File: config.mk
export PLATFORM = sky130hd
export DESIGN_NAME = sdram_read_address_sequencer
export DESIGN_NICKNAME = d
export VERILOG_FILES = /design/src/rtl/sdram_read_address_sequencer.sv
export SDC_FILE = /design/constraint.sdc
export NUM_CORES = 1
export LEC_CHECK = 0
export ABC_AREA = 1
export ABC_CLOCK_PERIOD_IN_PS = 4450
export CAP_MARGIN = 15
export CORE_ASPECT_RATIO = 1.1
export CORE_MARGIN = 2
export CORE_UTILIZATION = 45
export CTS_BUF_LIST = sky130_fd_sc_hd__clkbuf_4 sky130_fd_sc_hd__clkbuf_8 sky130_fd_sc_hd__clkbuf_16
export DETAILED_ROUTE_END_ITERATION = 6
export PLACE_DENSITY = 0.74
export SETUP_SLACK_MARGIN = 0.1
export SYNTH_ARGS = -nofsm -noshare
export SYNTH_HDL_FRONTEND = slang
export SYNTH_SLANG_ARGS = --single-unit
File: constraint.sdc
create_clock -name CLK -period 4.45 [get_ports CLK]
set_input_delay 0.445 -clock CLK [delete_from_list [all_inputs] [get_ports CLK]]
set_output_delay 0.445 -clock CLK [all_outputs]
set_load 0.005 [all_outputs]
File: src/rtl/sdram_read_address_sequencer.sv
// Read-side pointer walker for a multi-chip SDRAM ring buffer.
// Ports: CLK, RESET (async active-low), ENABLE, ONESHOT, CLEAR, NEXT,
//   WR_ADDR/WR_CS/WR_PHASE in; R_ADDRESS_OUT, R_CHIP_SELECT, R_VALID,
//   EMPTY, DONE out; WRAP_COUNT out when READ_WRAP_COUNT_EN is defined.
module sdram_read_address_sequencer #(
  parameter int ADDR_W = 18,
  parameter int CS_W   = 1,
  parameter int STEP   = 1
) (
  input  logic              CLK,
  input  logic              RESET,
  input  logic              ENABLE,
  input  logic              ONESHOT,
  input  logic              CLEAR,
  input  logic              NEXT,
  input  logic [ADDR_W-1:0] WR_ADDR,
  input  logic [CS_W-1:0]   WR_CS,
  input  logic              WR_PHASE,
  output logic [ADDR_W-1:0] R_ADDRESS_OUT,
  output logic [CS_W-1:0]   R_CHIP_SELECT,
  output logic              R_VALID,
  output logic              EMPTY,
  output logic              DONE
`ifdef READ_WRAP_COUNT_EN
  ,
  output logic [15:0]       WRAP_COUNT
`endif
);

  typedef enum logic [1:0] {
    S_IDLE,
    S_RUN,
    S_DONE
  } state_t;

  localparam logic [ADDR_W:0] STEP_V = (ADDR_W+1)'(STEP);

  state_t            state_q, state_d;
  logic [ADDR_W-1:0] addr_q, addr_d;
  logic [CS_W-1:0]   chip_q, chip_d;
  logic              phase_q, phase_d;

  logic [ADDR_W:0]   sum;
  logic              carry;
  logic              chip_last;
  logic              advance;
  logic              lap;

  assign EMPTY = (addr_q == WR_ADDR) && (chip_q == WR_CS) &&
                 (phase_q == WR_PHASE);
  assign R_VALID = (state_q == S_RUN) && !EMPTY;
  assign DONE = (state_q == S_DONE);
  assign R_ADDRESS_OUT = addr_q;
  assign R_CHIP_SELECT = chip_q;

  // addr is always a multiple of STEP, so a carry out means
  // addr was the last slot of the current chip.
  assign sum = {1'b0, addr_q} + STEP_V;
  assign carry = sum[ADDR_W];
  assign chip_last = &chip_q;
  assign advance = NEXT && R_VALID;
  assign lap = advance && carry && chip_last;

  always_comb begin
    state_d = state_q;
    addr_d = addr_q;
    chip_d = chip_q;
    phase_d = phase_q;
    if (CLEAR) begin
      state_d = S_IDLE;
      addr_d = '0;
      chip_d = '0;
      phase_d = 1'b0;
    end else begin
      if (advance) begin
        addr_d = carry ? '0 : sum[ADDR_W-1:0];
        if (carry) chip_d = chip_q + CS_W'(1);
        if (lap) phase_d = ~phase_q;
      end
      unique case (state_q)
        S_IDLE: if (ENABLE) state_d = S_RUN;
        S_RUN: begin
          if (lap && ONESHOT) state_d = S_DONE;
          else if (!ENABLE) state_d = S_IDLE;
        end
        S_DONE: state_d = S_DONE;
        default: state_d = S_IDLE;
      endcase
    end
  end

  always_ff @(posedge CLK or negedge RESET) begin
    if (!RESET) begin
      state_q <= S_IDLE;
      addr_q <= '0;
      chip_q <= '0;
      phase_q <= 1'b0;
    end else begin
      state_q <= state_d;
      addr_q <= addr_d;
      chip_q <= chip_d;
      phase_q <= phase_d;
    end
  end

`ifdef READ_WRAP_COUNT_EN
  logic [15:0] wrap_q, wrap_d;

  always_comb begin
    wrap_d = wrap_q;
    if (CLEAR) wrap_d = '0;
    else if (lap && wrap_q != 16'hFFFF) wrap_d = wrap_q + 16'd1;
  end

  always_ff @(posedge CLK or negedge RESET) begin
    if (!RESET) wrap_q <= '0;
    else wrap_q <= wrap_d;
  end

  assign WRAP_COUNT = wrap_q;
`endif

endmodule

==> results.sh <==
export IMPL_via_count=2026
export IMPL_drv_cap=0
export IMPL_min_period_over_period=0.577
export IMPL_cts_clk_slew_worst_paths_ns=0.08
export IMPL_grt_max_degree=33
export IMPL_path_cells="clkdlybuf4s50_1 > inv_1 > nand2_1 > nand2_1 > nand2_1 > nor2_1 > nand3_1 > nor2_2 > nor2_2 > clkdlybuf4s50_1"
export IMPL_ys_seq_area_frac=0.280
export IMPL_antenna_found_initial=0
export IMPL_io_buffers=47
export IMPL_root_buffer="clkbuf_8"
export IMPL_min_from="phase_q$_DFFE_PN0P_"
export IMPL_grt_pass1_vias=1948
export IMPL_synth_area_leaders="dfrtp_1 28%, nand2_1 21%, nor2_1 8.2%, xor2_1 7.1%, inv_1 7.1%"
export IMPL_clock_latency_ns=0.27
export IMPL_crit_required_ns=4.01
export IMPL_slew_headroom=0.293
export IMPL_synth_seq_cells=22
export IMPL_die_x_um=67.0
export IMPL_post_cts_buffers=0
export IMPL_swShare=0.298
export IMPL_postSynthAreaPerCell_um2=6.34
export IMPL_dieArea_um2=4920
export IMPL_cpMostUsedCell="nand2_1"
export IMPL_wl_met3_um=311
export IMPL_ios=48
export IMPL_finalHoldViolations=0
export IMPL_drive_gt1_frac=0.0680
export IMPL_cp_max_fo=5
export IMPL_h_tree_depth=1
export IMPL_rows=25
export IMPL_fin_crit_ns=2.57
export IMPL_synth_fp_nets=337
export IMPL_slew_viol_final=0
export IMPL_wl_met2_um=2560
export IMPL_viasPerCell=4.98
export IMPL_powerDensity_nw_per_um2=194
export IMPL_dp_hpwl_um=4110
export IMPL_arrival_ns=2.12
export IMPL_die_y_um=73.3
export IMPL_drc=0
export IMPL_clockBufferDepth=2
export IMPL_p_int_mw=0.339
export IMPL_place_congestion=0.868
export IMPL_pwr_share_seq=0.458
export IMPL_synth_distinct_cells=25
export IMPL_power_switching_mw=0.144
export IMPL_rsz0062_at_grt="no"
export IMPL_status="completed"
export IMPL_p_leak_nw=1.09
export IMPL_drtPass1Iterations=4
export IMPL_drt_total_wl_um=5370
export IMPL_synth_area_leader_cell="dfrtp_1"
export IMPL_initial_utilization=0.462
export IMPL_comb_power_share=0.231
export IMPL_slowest_delay_ns=0.54
export IMPL_cts_tree="done"
export IMPL_numCtsBuffers=3
export IMPL_fin_setup_tns_ns=0
export IMPL_cp_slowest_cell="clkdlybuf4s50_1"
export IMPL_num_nets_final=381
export IMPL_first_iter_violations=120
export IMPL_vdd_ir_drop_max_mv=0.132
export IMPL_drtAntennaViolNets=0
export IMPL_grt_first_pass_wirelength_um=8790
export IMPL_yosysWarnings=0
export IMPL_cp_end_kind="output port"
export IMPL_core_area_um2=4250
export IMPL_cp_start_kind="input port"
export IMPL_wl_met1_um=2400
export IMPL_crit_type="in2out"
export IMPL_top_layer="met4"
export IMPL_clock_sinks=22
export IMPL_routedWlPerCell_um=13.2
export IMPL_fin_skew_ns=0.00256
export IMPL_critPathLaunch="WR_ADDR[8]"
export IMPL_synthDominantCellAreaShare=0.280
export IMPL_num_antenna_cells=0
export IMPL_rr_startpoint="R_ADDRESS_OUT[1]$_DFFE_PN0P_"
export IMPL_timing_fmax_ghz=0.389
export IMPL_grt_ovfl_total=0
export IMPL_syn_area_um2=1970
export IMPL_worstMarginPinSlew_ns=1.06
export IMPL_grtUsageTotal=0.238
export IMPL_stdcell_count=407
export IMPL_clkPwrFrac=0.311
export IMPL_cpLargestDelayFamily="buffers and inverters"
export IMPL_cts_hold_buffers_added=0
export IMPL_path_buf_inv=3
export IMPL_setup_viol=0
export IMPL_syn_to_final_growth_pct=26.7
export IMPL_dp_cells=403
export IMPL_hold_path_class="reg2reg"
export IMPL_cts_resized=0
export IMPL_syn_inst=310
## synth_stat cells
cell      number
nand4_1        9
xnor2_1        9
buf_2          3
xor2_1        16
nand2_1      108
nand3_2        1
nor2_1        43
a21oi_1        1
nor3b_1        3
inv_1         37
ha_1           1
inv_2          2
clkbuf_2       2
o21ai_0        2
buf_6          2
o21ai_1        2
dfrtp_1       22
nor3_2         2
clkbuf_8       2
o21ai_2       11
nor2_2         2
clkinv_1       2
nor3_1         9
nand2_4        1
nand3_1       18
## registers in the layout, indices dropped and copies added, names as in the netlist
| name | cells |
|---|---|
| phase_q | 1 |
| state_q | 2 |
| R_ADDRESS_OUT | 18 |
| R_CHIP_SELECT | 1 |
## logic make-up after synthesis
kind of cell | share of synthesized area
simple gates | 0.424
fa+ha+maj | 0.00636
compound gates | 0.0617
xor+xnor | 0.111
buf+inv | 0.116
flops | 0.280
## worst register-to-register path, cell delays in order (launching register included)
cell and delay (ns):
dfrtp_1 0.54, ha_1 0.40, nand3_1 0.18, nor2_1 0.18, nand3_1 0.10, nor2_1 0.12
nand3_1 0.09, nor2_1 0.10, nand4_1 0.13, nand2_1 0.09, nand2_1 0.05
## path summary, 6_finish.rpt
| path | to | slack, ns | depth (start not counted) |
|---|---|---|---|
| max | R_VALID | 1.88 | 10 |
| max reg2reg | state_q[0]$_DFFE_PN0P_ | 2.39 | 10 |
| min | phase_q$_DFFE_PN0P_ | 0.56 | 2 |
| min reg2reg | phase_q$_DFFE_PN0P_ | 0.56 | 2 |
| min in group asynchronous | R_ADDRESS_OUT[1]$_DFFE_PN0P_ | 0.74 | 1 |
| max in group asynchronous | R_ADDRESS_OUT[5]$_DFFE_PN0P_ | 3.07 | 1 |
## metal layers
layer | up-vias | GRT usage
li1 | 1048 | -
met4 | 0 | 0.0907
met1 | 904 | 0.325
met5 | - | 0
met2 | 65 | 0.386
met3 | 9 | 0.0245
## per-stage QoR
stage	total power, mW	util	cell area [µm²]	setup WS [ns]	hold WS, ns
floorplan	0.283	-	1970	2.83	0.149
global placement	0.335	0.573	2440	1.91	0.534
detailed placement	0.336	0.573	2440	1.88	0.546
CTS	0.486	0.586	2490	1.88	0.560
global route	0.511	0.586	2490	1.73	0.599
finish	0.483	0.586	2490	1.88	0.564
## power groups by stage
stage	clock [mW]	combinational, mW	sequential [mW]
floorplan	0	0.0617	0.221
global placement	0	0.111	0.224
detailed placement	0	0.112	0.224
CTS	0.153	0.113	0.221
global route	0.163	0.125	0.223
finish	0.150	0.112	0.221
## cell usage in the layout, fill, tap and decap left out
cell type	Yosys	layout
nor2_1	43	43
nor3_1	9	9
nand2_1	108	108
a21oi_1	1	1
clkbuf_8	2	4
nor3b_1	3	3
o21ai_2	11	11
o21ai_1	2	2
nor3_2	2	2
clkdlybuf4s50_1	0	47
o21ai_0	2	2
inv_1	37	37
nand3_2	1	1
ha_1	1	1
xnor2_1	9	9
inv_2	2	2
nand4_1	9	9
dfrtp_1	22	22
xor2_1	16	16
buf_4	0	1
nand3_1	18	18
nand2_4	1	1
nor2_2	2	2
clkinv_1	2	2
## area by class of cell
type                       count  area, µm²
fill                         458       1760
multi-input combinational    238       1190
sequential                    22        551
timing repair buffer          48        478
inverter                      41        154
tap                           54       67.6
clock buffer                   4       55.1
Note: power is estimated with default switching activity, not from simulation.
